## src/rtl/prog_seq_if.sv

```systemverilog
// Handshake/control bundle between the program sequencer and its control/ROM side.
interface prog_seq_if #(
    parameter int D     = 12,
    parameter int OFS_W = 8
);
    logic             start;
    logic [8:0]       mach_code;
    logic             stall;
    logic             abs_jump;
    logic [D-1:0]     target;
    logic             branch_en;
    logic             branch_taken;
    logic [OFS_W-1:0] rel_ofs;
    logic [D-1:0]     prog_ctr;
    logic             busy;
    logic             instr_valid;
    logic             done;

    modport master (
        output start, mach_code, stall, abs_jump, target, branch_en, branch_taken, rel_ofs,
        input  prog_ctr, busy, instr_valid, done
    );

    modport slave (
        input  start, mach_code, stall, abs_jump, target, branch_en, branch_taken, rel_ofs,
        output prog_ctr, busy, instr_valid, done
    );
endinterface

```

## src/rtl/prog_seq.sv

```systemverilog
// Program-counter sequencer: start/halt handshake, fetch, absolute jumps, relative branches.
// Optional run-cycle counter port enabled by PROG_SEQ_CYCLE_CNT_EN.
module prog_seq #(
    parameter int           D         = 12,
    parameter int           OFS_W     = 8,
    parameter logic [8:0]   HALT_CODE = 9'b111111111,
    parameter logic [D-1:0] START_PC  = '0
) (
    input  logic        Clk,
    input  logic        Reset,
    prog_seq_if.slave   bus
`ifdef PROG_SEQ_CYCLE_CNT_EN
    ,
    output logic [15:0] cycle_cnt
`endif
);
    typedef enum logic [1:0] {IDLE, RUN, HALT} state_t;

    state_t       state, state_nxt;
    logic [D-1:0] pc, pc_nxt;
    logic         done_q;
    logic         is_halt;
    logic [D-1:0] ofs_ext;

    assign is_halt = (bus.mach_code == HALT_CODE);
    assign ofs_ext = {{(D-OFS_W){bus.rel_ofs[OFS_W-1]}}, bus.rel_ofs};

    always_ff @(posedge Clk) begin
        if (Reset) begin
            state  <= IDLE;
            pc     <= START_PC;
            done_q <= 1'b0;
        end else begin
            state  <= state_nxt;
            pc     <= pc_nxt;
            done_q <= (state_nxt == HALT);
        end
    end

    always_comb begin
        state_nxt = state;
        pc_nxt    = pc;
        case (state)
            IDLE, HALT: begin
                if (bus.start) begin
                    state_nxt = RUN;
                    pc_nxt    = START_PC;
                end
            end
            RUN: begin
                // Stall outranks halt so a halt code under stall is not acted on yet.
                if (bus.stall) begin
                    pc_nxt = pc;
                end else if (is_halt) begin
                    state_nxt = HALT;
                end else if (bus.abs_jump) begin
                    pc_nxt = bus.target;
                end else if (bus.branch_en && bus.branch_taken) begin
                    pc_nxt = pc + ofs_ext;
                end else begin
                    pc_nxt = pc + 1'b1;
                end
            end
            default: begin
                state_nxt = IDLE;
                pc_nxt    = START_PC;
            end
        endcase
    end

    assign bus.prog_ctr    = pc;
    assign bus.busy        = (state == RUN);
    assign bus.done        = done_q;
    assign bus.instr_valid = (state == RUN) & ~bus.stall & ~is_halt;

`ifdef PROG_SEQ_CYCLE_CNT_EN
    logic start_acc;
    assign start_acc = bus.start & (state != RUN);

    always_ff @(posedge Clk) begin
        if (Reset || start_acc)
            cycle_cnt <= '0;
        else if (state == RUN && cycle_cnt != 16'hFFFF)
            cycle_cnt <= cycle_cnt + 16'd1;
    end
`endif
endmodule

```

## src/flat_wrapper.sv

```systemverilog
// flat-port wrapper written by rule: the top's interface ports become plain ports
module prog_seq_flat 
#(
    parameter int           D         = 12,
    parameter int           OFS_W     = 8,
    parameter logic [8:0]   HALT_CODE = 9'b111111111,
    parameter logic [D-1:0] START_PC  = '0
)
  (Clk, Reset, bus_start, bus_mach_code, bus_stall, bus_abs_jump, bus_target, bus_branch_en, bus_branch_taken, bus_rel_ofs, bus_prog_ctr, bus_busy, bus_instr_valid, bus_done);
  prog_seq_if #(.D(D), .OFS_W(OFS_W)) bus_i ();
  input  logic Clk;
  input  logic Reset;
  input wire logic [$bits(bus_i.start)-1:0] bus_start;
  input wire logic [$bits(bus_i.mach_code)-1:0] bus_mach_code;
  input wire logic [$bits(bus_i.stall)-1:0] bus_stall;
  input wire logic [$bits(bus_i.abs_jump)-1:0] bus_abs_jump;
  input wire logic [$bits(bus_i.target)-1:0] bus_target;
  input wire logic [$bits(bus_i.branch_en)-1:0] bus_branch_en;
  input wire logic [$bits(bus_i.branch_taken)-1:0] bus_branch_taken;
  input wire logic [$bits(bus_i.rel_ofs)-1:0] bus_rel_ofs;
  output wire logic [$bits(bus_i.prog_ctr)-1:0] bus_prog_ctr;
  output wire logic [$bits(bus_i.busy)-1:0] bus_busy;
  output wire logic [$bits(bus_i.instr_valid)-1:0] bus_instr_valid;
  output wire logic [$bits(bus_i.done)-1:0] bus_done;
  assign bus_i.start = bus_start;
  assign bus_i.mach_code = bus_mach_code;
  assign bus_i.stall = bus_stall;
  assign bus_i.abs_jump = bus_abs_jump;
  assign bus_i.target = bus_target;
  assign bus_i.branch_en = bus_branch_en;
  assign bus_i.branch_taken = bus_branch_taken;
  assign bus_i.rel_ofs = bus_rel_ofs;
  assign bus_prog_ctr = bus_i.prog_ctr;
  assign bus_busy = bus_i.busy;
  assign bus_instr_valid = bus_i.instr_valid;
  assign bus_done = bus_i.done;
  prog_seq #(.D(D), .OFS_W(OFS_W), .HALT_CODE(HALT_CODE), .START_PC(START_PC)) u_core (.Clk(Clk), .Reset(Reset), .bus(bus_i));
endmodule
```

## config.mk

```make
export PLATFORM = sky130hd
export DESIGN_NAME = prog_seq_flat
export DESIGN_NICKNAME = d
export VERILOG_FILES = /design/src/rtl/prog_seq_if.sv /design/src/rtl/prog_seq.sv /design/src/flat_wrapper.sv
export SDC_FILE = /design/constraint.sdc
export NUM_CORES = 1
export LEC_CHECK = 0
export ABC_AREA = 1
export BUFFER_PORTS_ARGS = -buffer_cell sky130_fd_sc_hd__buf_2
export CORE_MARGIN = 5
export CORE_UTILIZATION = 50
export CTS_CLUSTER_SIZE = 40
export DETAILED_ROUTE_END_ITERATION = 7
export PLACE_DENSITY_LB_ADDON = 0.25
export SLEW_MARGIN = 25
export SYNTH_ARGS = -nofsm -noshare
export SYNTH_HDL_FRONTEND = slang
export SYNTH_SLANG_ARGS = --single-unit
```

## constraint.sdc

```tcl
create_clock -name Clk -period 2 [get_ports Clk]
set_input_delay 0.1 -clock Clk [delete_from_list [all_inputs] [get_ports Clk]]
set_output_delay 0.1 -clock Clk [all_outputs]
set_load 0.05 [all_outputs]
```

# Word-level counts from Yosys, hierarchy flattened
# Index checks and enable logic that the tools add are counted.
word_totals:
  reg_bits: 15
  output_inout_bits: 15
  word_cells: 30
op_classes:
  addsub: 2
  eq_ne: 7
  mux: 10
  n_bitwise: 4
  reduce_logical: 4
ops:
  columns: ["operator", "n"]
  rows:
  - ["$mux 12", 5]
  - ["$pmux 12 s2", 1]
  - ["$add 12x1->12 const B", 1]
  - ["$add 12x12->12", 1]
  - ["$eq 9x9->1 const B", 1]
  - ["$mux 2", 3]
  - ["$ne 2x2->1 const B", 3]
  - ["$eq 2x2->1 const B", 2]
  - ["$pmux 2 s2", 1]
  - ["$reduce_and 3->1", 1]
  - ["$and 1x1->1", 2]
  - ["$eq 2x1->1 const B", 1]
  - ["$logic_not 2->1", 1]
  - ["$not 1->1", 2]
  - ["$reduce_or 2->1", 1]
  - ["$logic_and 1x1->1", 1]

# Depth between registers and ports, before layout
# Gate-level depths: netlist (run 1).
depth:
  depth_word: 6
  ltp_mapped: 15

# Worst setup path after synthesis (run 1)
# OpenSTA, ideal clock, no wires.
synth_path:
  kind: "register -> register"
  from: "register u_core.pc[0] (netlist: u_core.bus.prog_ctr[0])"
  to: "register u_core.pc[8] (netlist: u_core.bus.prog_ctr[8])"
  setup_ps: 133
  arrival_ps: 1936
  path_slack_ps: -69
  path_stages_with_launch: 13
  n_path_buf: 0
  path_cell_list: "dfxtp_1 ha_1 inv_1 fa_1 inv_1 nand2_1 nand3_1 nand2_1 nand2_1 xor2_1 nand2_1 nand2_1 a21oi_1"
synth_via:
  elab_chain_len: 6
synth_rtl:
  columns: ["element", "line", "source"]
  rows:
  - ["start, declared", "prog_seq.sv:20", "logic [D-1:0] pc, pc_nxt;"]
  - ["start signal, assigned", "prog_seq.sv:35", "pc <= pc_nxt;"]
  - ["$add 12x1->12 / $add 12x12->12 (equally long branches)", "prog_seq.sv:61, prog_seq.sv:59", null]
  - ["$mux 12 *", "prog_seq.sv:58", "end else if (bus.branch_en && bus.branch_taken) begin"]
  - ["$mux 12 *", "prog_seq.sv:56", "end else if (bus.abs_jump) begin"]
  - ["$mux 12 *", "prog_seq.sv:54", "end else if (is_halt) begin"]
  - ["$mux 12 *", "prog_seq.sv:52", "if (bus.stall) begin"]
  - ["$pmux 12 s2 *", "prog_seq.sv:43", "case (state)"]
# Every way passes the cells marked *; elsewhere a longest branch is shown, timed or not. The select of a mux whose other input is x is not followed.
# A chain may end at the register's enable or synchronous reset.

# Worst setup path in the final report (run 1)
# Same ends and word-level chain as after synthesis.

==> summary.txt, run 1 <==
Yosys
  – Compound-gate portion of the synthesized area: between 10 and 15%
  – Unique masters post-synth: 30
  – Sequential element share of the synthesized area: approximately a fifth
  – Post-synth EDFFs: 0
  – Synth warnings: 0
  – Syn Area/Cell: ~6.3 um2
  – Post-synthesis adder-cell area fraction: roughly 7.6%
  – Area contributors post-synth: dfxtp_1, nand2_1, inv_1
  – Xor and xnor area share after synthesis: roughly 4.9%
  – Cell Area, Synth: 1430 um2
  – Post-Synth Simple-Gate Area: 41.7%
  – Top cell type's share of synthesized area: roughly a fifth
  – Async set-or-reset flop fraction in the synthesized netlist: 0%
  – Area leader, netlist: dfxtp_1
  – Largest family of logic cells by synthesized area: simple AND/OR/NAND/NOR gates
  – Main synth FF type: dfxtp_1
  – Syn Nets: roughly 270
  – Register bit count reported by yosys: 15
  – Cells after synthesis: approximately 230
  – Mux share of post-synthesis cell area: 0%

Worst setup path
  – Crit path max-delay family: adder cells
  – R2r setup slk: 0.20 ns
  – CP Capture Type: register
  – CP cell instances: ha_1 -> inv_1 -> fa_1 -> inv_1 -> nand2_1 -> nand3_1 -> nand2_1 -> nand2_1 -> xor2_1 -> nand2_1 -> nand2_1 -> a21oi_1
  – Slowest stage cell, crit path: fa_1
  – RR Endpoint: u_core.bus.prog_ctr[8]
  – Crit path max fanout: 3
  – WS Path Type: register to register
  – Worst Path Required: between 2 and 2.5 ns
  – R2R depth: 12
  – Crit Reg-Reg Startpoint: u_core.bus.prog_ctr[0]
  – CP max stage delay: between 0.3 and 0.4 ns
  – Buffers and inverters on the worst path: 2
  – Startpoint types: register
  – WP data arrival: 1.97 ns
  – CP most frequent cell: nand2_1

Global route
  – First-pass GRT wire length: just over 6000 um
  – Vias in the first global route: 1,532
  – Global route overflow: 0
  – Largest net degree at the start of global routing: 15
  – Initial antenna violation count: 0
  – All-Layer GR Usage: between 10% and 20%

Detailed routing
  – Post-route ant nets: 0
  – Vias per inst: around 5
  – 1st-iter DRT viols: 71
  – Final WL: ~3500 um
  – Via count: 1,557
  – WL/cell: 11.4 um
  – Residual DRC: 0
  – First drt pass iteration count: 4

Layout
  – Commonest non-fill, non-tap cell in the layout: nand2_1
  – Share of post-route cells with drive strength above 1: between 30% and 40%
  – Layout area overhead: 21.9%
  – Ant. Diodes: 0
  – Final cell count without fillers: roughly 310
  – NumNets Final: 326
  – Final Instance Area: 1740 um2
  – Fin util: 63.5%
  – Most frequent cells in the layout: nand2_1, buf_2, inv_1

Power
  – Tot Pwr: between 700 and 800 uW
  – Max VDD drop: between 0.4 and 0.5 mV
  – Leakage: around 0.95 nW
  – Power Dens Cells: approximately 440 nW/um2

Timing
  – Period utilisation layout: between 90% and 100%
  – Final Max Tran Viols: 0
  – Final worst setup slack: just under 0.2 ns
  – Worst rel slew slack: roughly 78%
  – Setup violators final: 0
  – Setup Skew: ~0.007 ns
  – Final hold violations: 0
  – FMAX: 554 MHz
  – Unrepaired setup endpoints after global routing: no
  – Setup TNS: 0 ns
  – Final min period: between 1.5 and 2 ns
  – Worst-Margin Slew: about 0.34 ns
  – Hold slack: between 0.09 and 0.1 ns

Hold path
  – Startpoint of the most critical hold path: bus_target[4]
  – Hold EP: u_core.bus.prog_ctr[4]
  – HP Class: input pin to register
  – Hold depth: 3

Floorplan
  – Io pins: between 50 and 60
  – Die X: ~63 um
  – Rows: 19
  – Die height: about 63 um
  – Initial Util: 52.1%
  – Die area: 4020 um2
  – CORE AREA: between 2000 and 3000 um2

Clock network
  – Post-CTS sizing: 0
  – CTS root buffer: clkbuf_4
  – CTS Hold Bufs: 0
  – CTS tree: done
  – Clk slew on worst S/H paths: approximately 0.09 ns
  – H-tree depth: 1
  – Postcts setup bufs: 0
  – Clk Latency, worst-skew pair: between 0.2 and 0.3 ns
  – Clk sinks: 15
  – Bufs on Longest Clock Path: 2
  – CTS Buf Count: 3

Placed design
  – Pre-CTS setup slack: about 0.076 ns
  – Final GP Congestion: 0.857
  – HPWL after DPL: 2930 um
  – Post-DP Area: between 1500 and 2000 um2
  – Placed Cells: ~300
  – Count of buffers from port buffering: 50

Run status
  – Outcome: complete, no violations

Job
  – Max-cap violations: 0
-- worst max-delay path by stage --
stage,slack [ns],depth (start not counted),end,from
3_5_place_dp,0.08,15,u_core.bus.prog_ctr[8],bus_branch_en
6_report,0.20,12,u_core.bus.prog_ctr[8],u_core.bus.prog_ctr[0]
5_1_grt,0.04,12,u_core.bus.prog_ctr[8],u_core.bus.prog_ctr[0]
4_1_cts,0.19,12,u_core.bus.prog_ctr[8],u_core.bus.prog_ctr[0]
2_1_floorplan,0.004,11,u_core.bus.prog_ctr[8],u_core.bus.prog_ctr[1]
3_3_place_gp,0.11,15,u_core.bus.prog_ctr[8],bus_branch_en
-- flip-flops by register name, summed over array words and instances, names as in the netlist --
signal / flops
u_core.bus.prog_ctr: 12
u_core.state: 2
u_core.bus.done: 1
-- cells by family after synthesis --
| family | Yosys count |
|---|---|
| XOR/XNOR | 8 |
| buffers and inverters | 40 |
| adder cells (fa/ha/maj) | 8 |
| AO/OA/AOI/OAI | 33 |
| flip-flops | 15 |
| AND/OR/NAND/NOR | 124 |
-- Yosys cell counts, types with 3 or more instances --
cell type   n
nand2_1    57
inv_1      32
nor2_1     26
dfxtp_1    15
a21oi_1    13
o21ai_0    11
nand2_2     9
nand3_1     9
ha_1        7
nand4_1     5
xor2_1      5
a21oi_2     4
inv_2       4
nor3_1      4
nand3_2     3
nor2_2      3
o211ai_1    3
xnor2_1     3
-- worst min-delay path, stage by stage --
cell and delay (ns):
buf_2 0.07, o211ai_1 0.07, a21oi_1 0.11
-- where the power goes --
group / switching, mW / leakage (nW) / total, mW / internal (mW)
Combinational: 0.176 / 0.814 / 0.268 / 0.0921
Sequential: 0.0119 / 0.123 / 0.324 / 0.312
Clock: 0.0992 / 0.0150 / 0.177 / 0.0775
Total: 0.287 / 0.952 / 0.769 / 0.481
-- metal layers --
| layer | GRT usage (%) | wire (um) |
|---|---|---|
| met1 | 23.6 | 1670 |
| met5 | 0 | 0 |
| met4 | 6.49 | 30 |
| met2 | 30.6 | 1560 |
| met3 | 3.20 | 282 |
-- cell type report --
type	count	area [um2]
clock buffer	4	26.3
multi-input combinational	173	966
timing repair buffer	52	265
inverter	37	139
tap	31	38.8
sequential	15	302
fill	269	997
No activity file was read; power rests on OpenSTA's default activity.
==> run 2, diff against run 1 <==
CORE_UTILIZATION = 45   (was 50)
==> run 2 against run 1 <==
  * Global-route usage shrank 1.3 points
  * Clock power is 2% higher
  * Worst setup slack gained 0.012 ns
  * Largest power group unchanged
  * Clock-buffer cell count unchanged
  * Power increased by 0.35%
  * Register-to-register slack barely moved
  * Wire length is 1.6% higher
  * Sequential share of layout area decreased by 0.16 points
  * First-iteration DRC count is 18% lower
  * Flip-flop and latch count unchanged
  * Via count decreased by 1.3%
==> summary.txt, run 2 (same netlist as run 1, synthesis figures left out) <==
Timing
  – Setup violators final: 0
  – Worst rel slew slack: between 70% and 80%
  – Setup Skew: 0.00405 ns
  – Setup TNS: 0 ns
  – Final worst setup slack: between 0.2 and 0.25 ns
  – Final hold violations: 0
  – Final min period: ~1.8 ns
  – Unrepaired setup endpoints after global routing: no
  – Hold slack: 0.105 ns
  – Worst-Margin Slew: 0.339 ns
  – Final Max Tran Viols: 0
  – FMAX: roughly 560 MHz
  – Period utilisation layout: roughly 90%

Global route
  – All-Layer GR Usage: between 10% and 20%
  – Busiest grt layer: met2
  – Largest net degree at the start of global routing: 17
  – Routing usage on met3: under 10%
  – Initial antenna violation count: 0
  – Global route overflow: 0
  – First-pass GRT wire length: just under 6000 um
  – Grt met1 use: ~22%
  – Vias in the first global route: 1,443
  – Routing usage on met2: about 29%

Clock network
  – CTS Buf Count: 3
  – Clk sinks: 15
  – CTS tree: done
  – Clk Latency, worst-skew pair: around 0.28 ns
  – CTS Hold Bufs: 0
  – H-tree depth: 1
  – Bufs on Longest Clock Path: 2
  – Post-CTS sizing: 0
  – CTS root buffer: clkbuf_4
  – Postcts setup bufs: 0
  – Clk slew on worst S/H paths: ~0.1 ns

Detailed routing
  – Post-route ant nets: 0
  – WL/cell: ~11 um
  – First drt pass iteration count: 4
  – 1st-iter DRT viols: between 50 and 60
  – Vias per inst: 4.73
  – Final WL: around 3600 um
  – Via count: roughly 1,500
  – Residual DRC: 0

Layout
  – Commonest non-fill, non-tap cell in the layout: nand2_1
  – Most frequent cells in the layout: nand2_1, buf_2, inv_1
  – Share of post-route cells with drive strength above 1: a little under a third
  – Max reg flops: 12
  – Ant. Diodes: 0
  – Layout area overhead: 23.0%
  – NumNets Final: around 330
  – Fin util: 57.4%

Worst setup path
  – WP data arrival: ~2 ns
  – CP cell instances: ha_1 -> inv_1 -> fa_1 -> inv_1 -> nand2_1 -> nand3_1 -> nand2_1 -> nand2_1 -> xor2_1 -> nand2_1 -> nand2_1 -> a21oi_1
  – CP max stage delay: 0.40 ns
  – Slowest stage cell, crit path: fa_1
  – CP most frequent cell: nand2_1
  – Crit path max fanout: 3
  – Startpoint types: register
  – CP Capture Type: register
  – Worst Path Required: 2.16 ns
  – WS Path Type: register to register

Placed design
  – Pre-CTS setup slack: approximately 0.065 ns
  – Final GP Congestion: about 0.86
  – HPWL after DPL: approximately 3000 um
  – Count of buffers from port buffering: 50

Job
  – Max-cap violations: 0

Run status
  – Outcome: complete, no violations

Floorplan
  – Die X: about 66 um
  – CORE AREA: 3050 um2
  – Initial Util: approximately 47%
  – Rows: 20
  – Die area: around 4400 um2
  – Io pins: between 50 and 60
  – Die height: about 66 um

Power
  – Max VDD drop: roughly 0.26 mV
  – Leakage: roughly 0.95 nW
  – Tot Pwr: 771 uW
  – Power Dens Cells: 440 nW/um2

Hold path
  – HP Class: input pin to register
## run 2: worst paths after layout
path | slack (ns) | to | cells after the start | startpoint
worst min-delay path | 0.11 | u_core.bus.prog_ctr[3] | 3 | bus_target[3]
worst max-delay path | 0.21 | u_core.bus.prog_ctr[8] | 12 | u_core.bus.prog_ctr[0]
worst max register to register | 0.21 | u_core.bus.prog_ctr[8] | 12 | u_core.bus.prog_ctr[0]
worst min register to register | 0.49 | u_core.bus.prog_ctr[4] | 2 | u_core.bus.prog_ctr[4]
## run 2: per-stage QoR
step	cells	instance area (um2)
final	325	1750
after floorplan	228	1430
after global placement	321	1730
after detailed placement	321	1730
after global routing	325	1750
after CTS	325	1750
## run 2: cell type report
| type | instances | area [um2] |
|---|---|---|
| Fill cell | 336 | 1300 |
| Multi-Input combinational cell | 173 | 966 |
| Sequential cell | 15 | 302 |
| Timing Repair Buffer | 52 | 265 |
| Inverter | 37 | 139 |
| Tap cell | 44 | 55.1 |
| Clock buffer | 4 | 26.3 |
## run 2: worst max-delay path: cells and delay by family (launching register included)
kind | cells | cell delay (ns)
fa+ha+maj | 2 | 0.56
simple gates | 6 | 0.42
flops | 1 | 0.35
buf+inv | 2 | 0.15
xor+xnor | 1 | 0.14
compound gates | 1 | 0.05
## run 2: layer usage
metal,vias up,share of wire (%)
li1,834,-
met1,662,48
met2,39,46
met3,2,5.4
met4,0,0.58
met5,-,0
## run 2: where the power goes
| part | switching [mW] | internal [mW] | total (mW) |
|---|---|---|---|
| clock | 0.103 | 0.0772 | 0.181 |
| combinational | 0.175 | 0.0919 | 0.267 |
| sequential | 0.0121 | 0.312 | 0.324 |
| total | 0.290 | 0.481 | 0.771 |
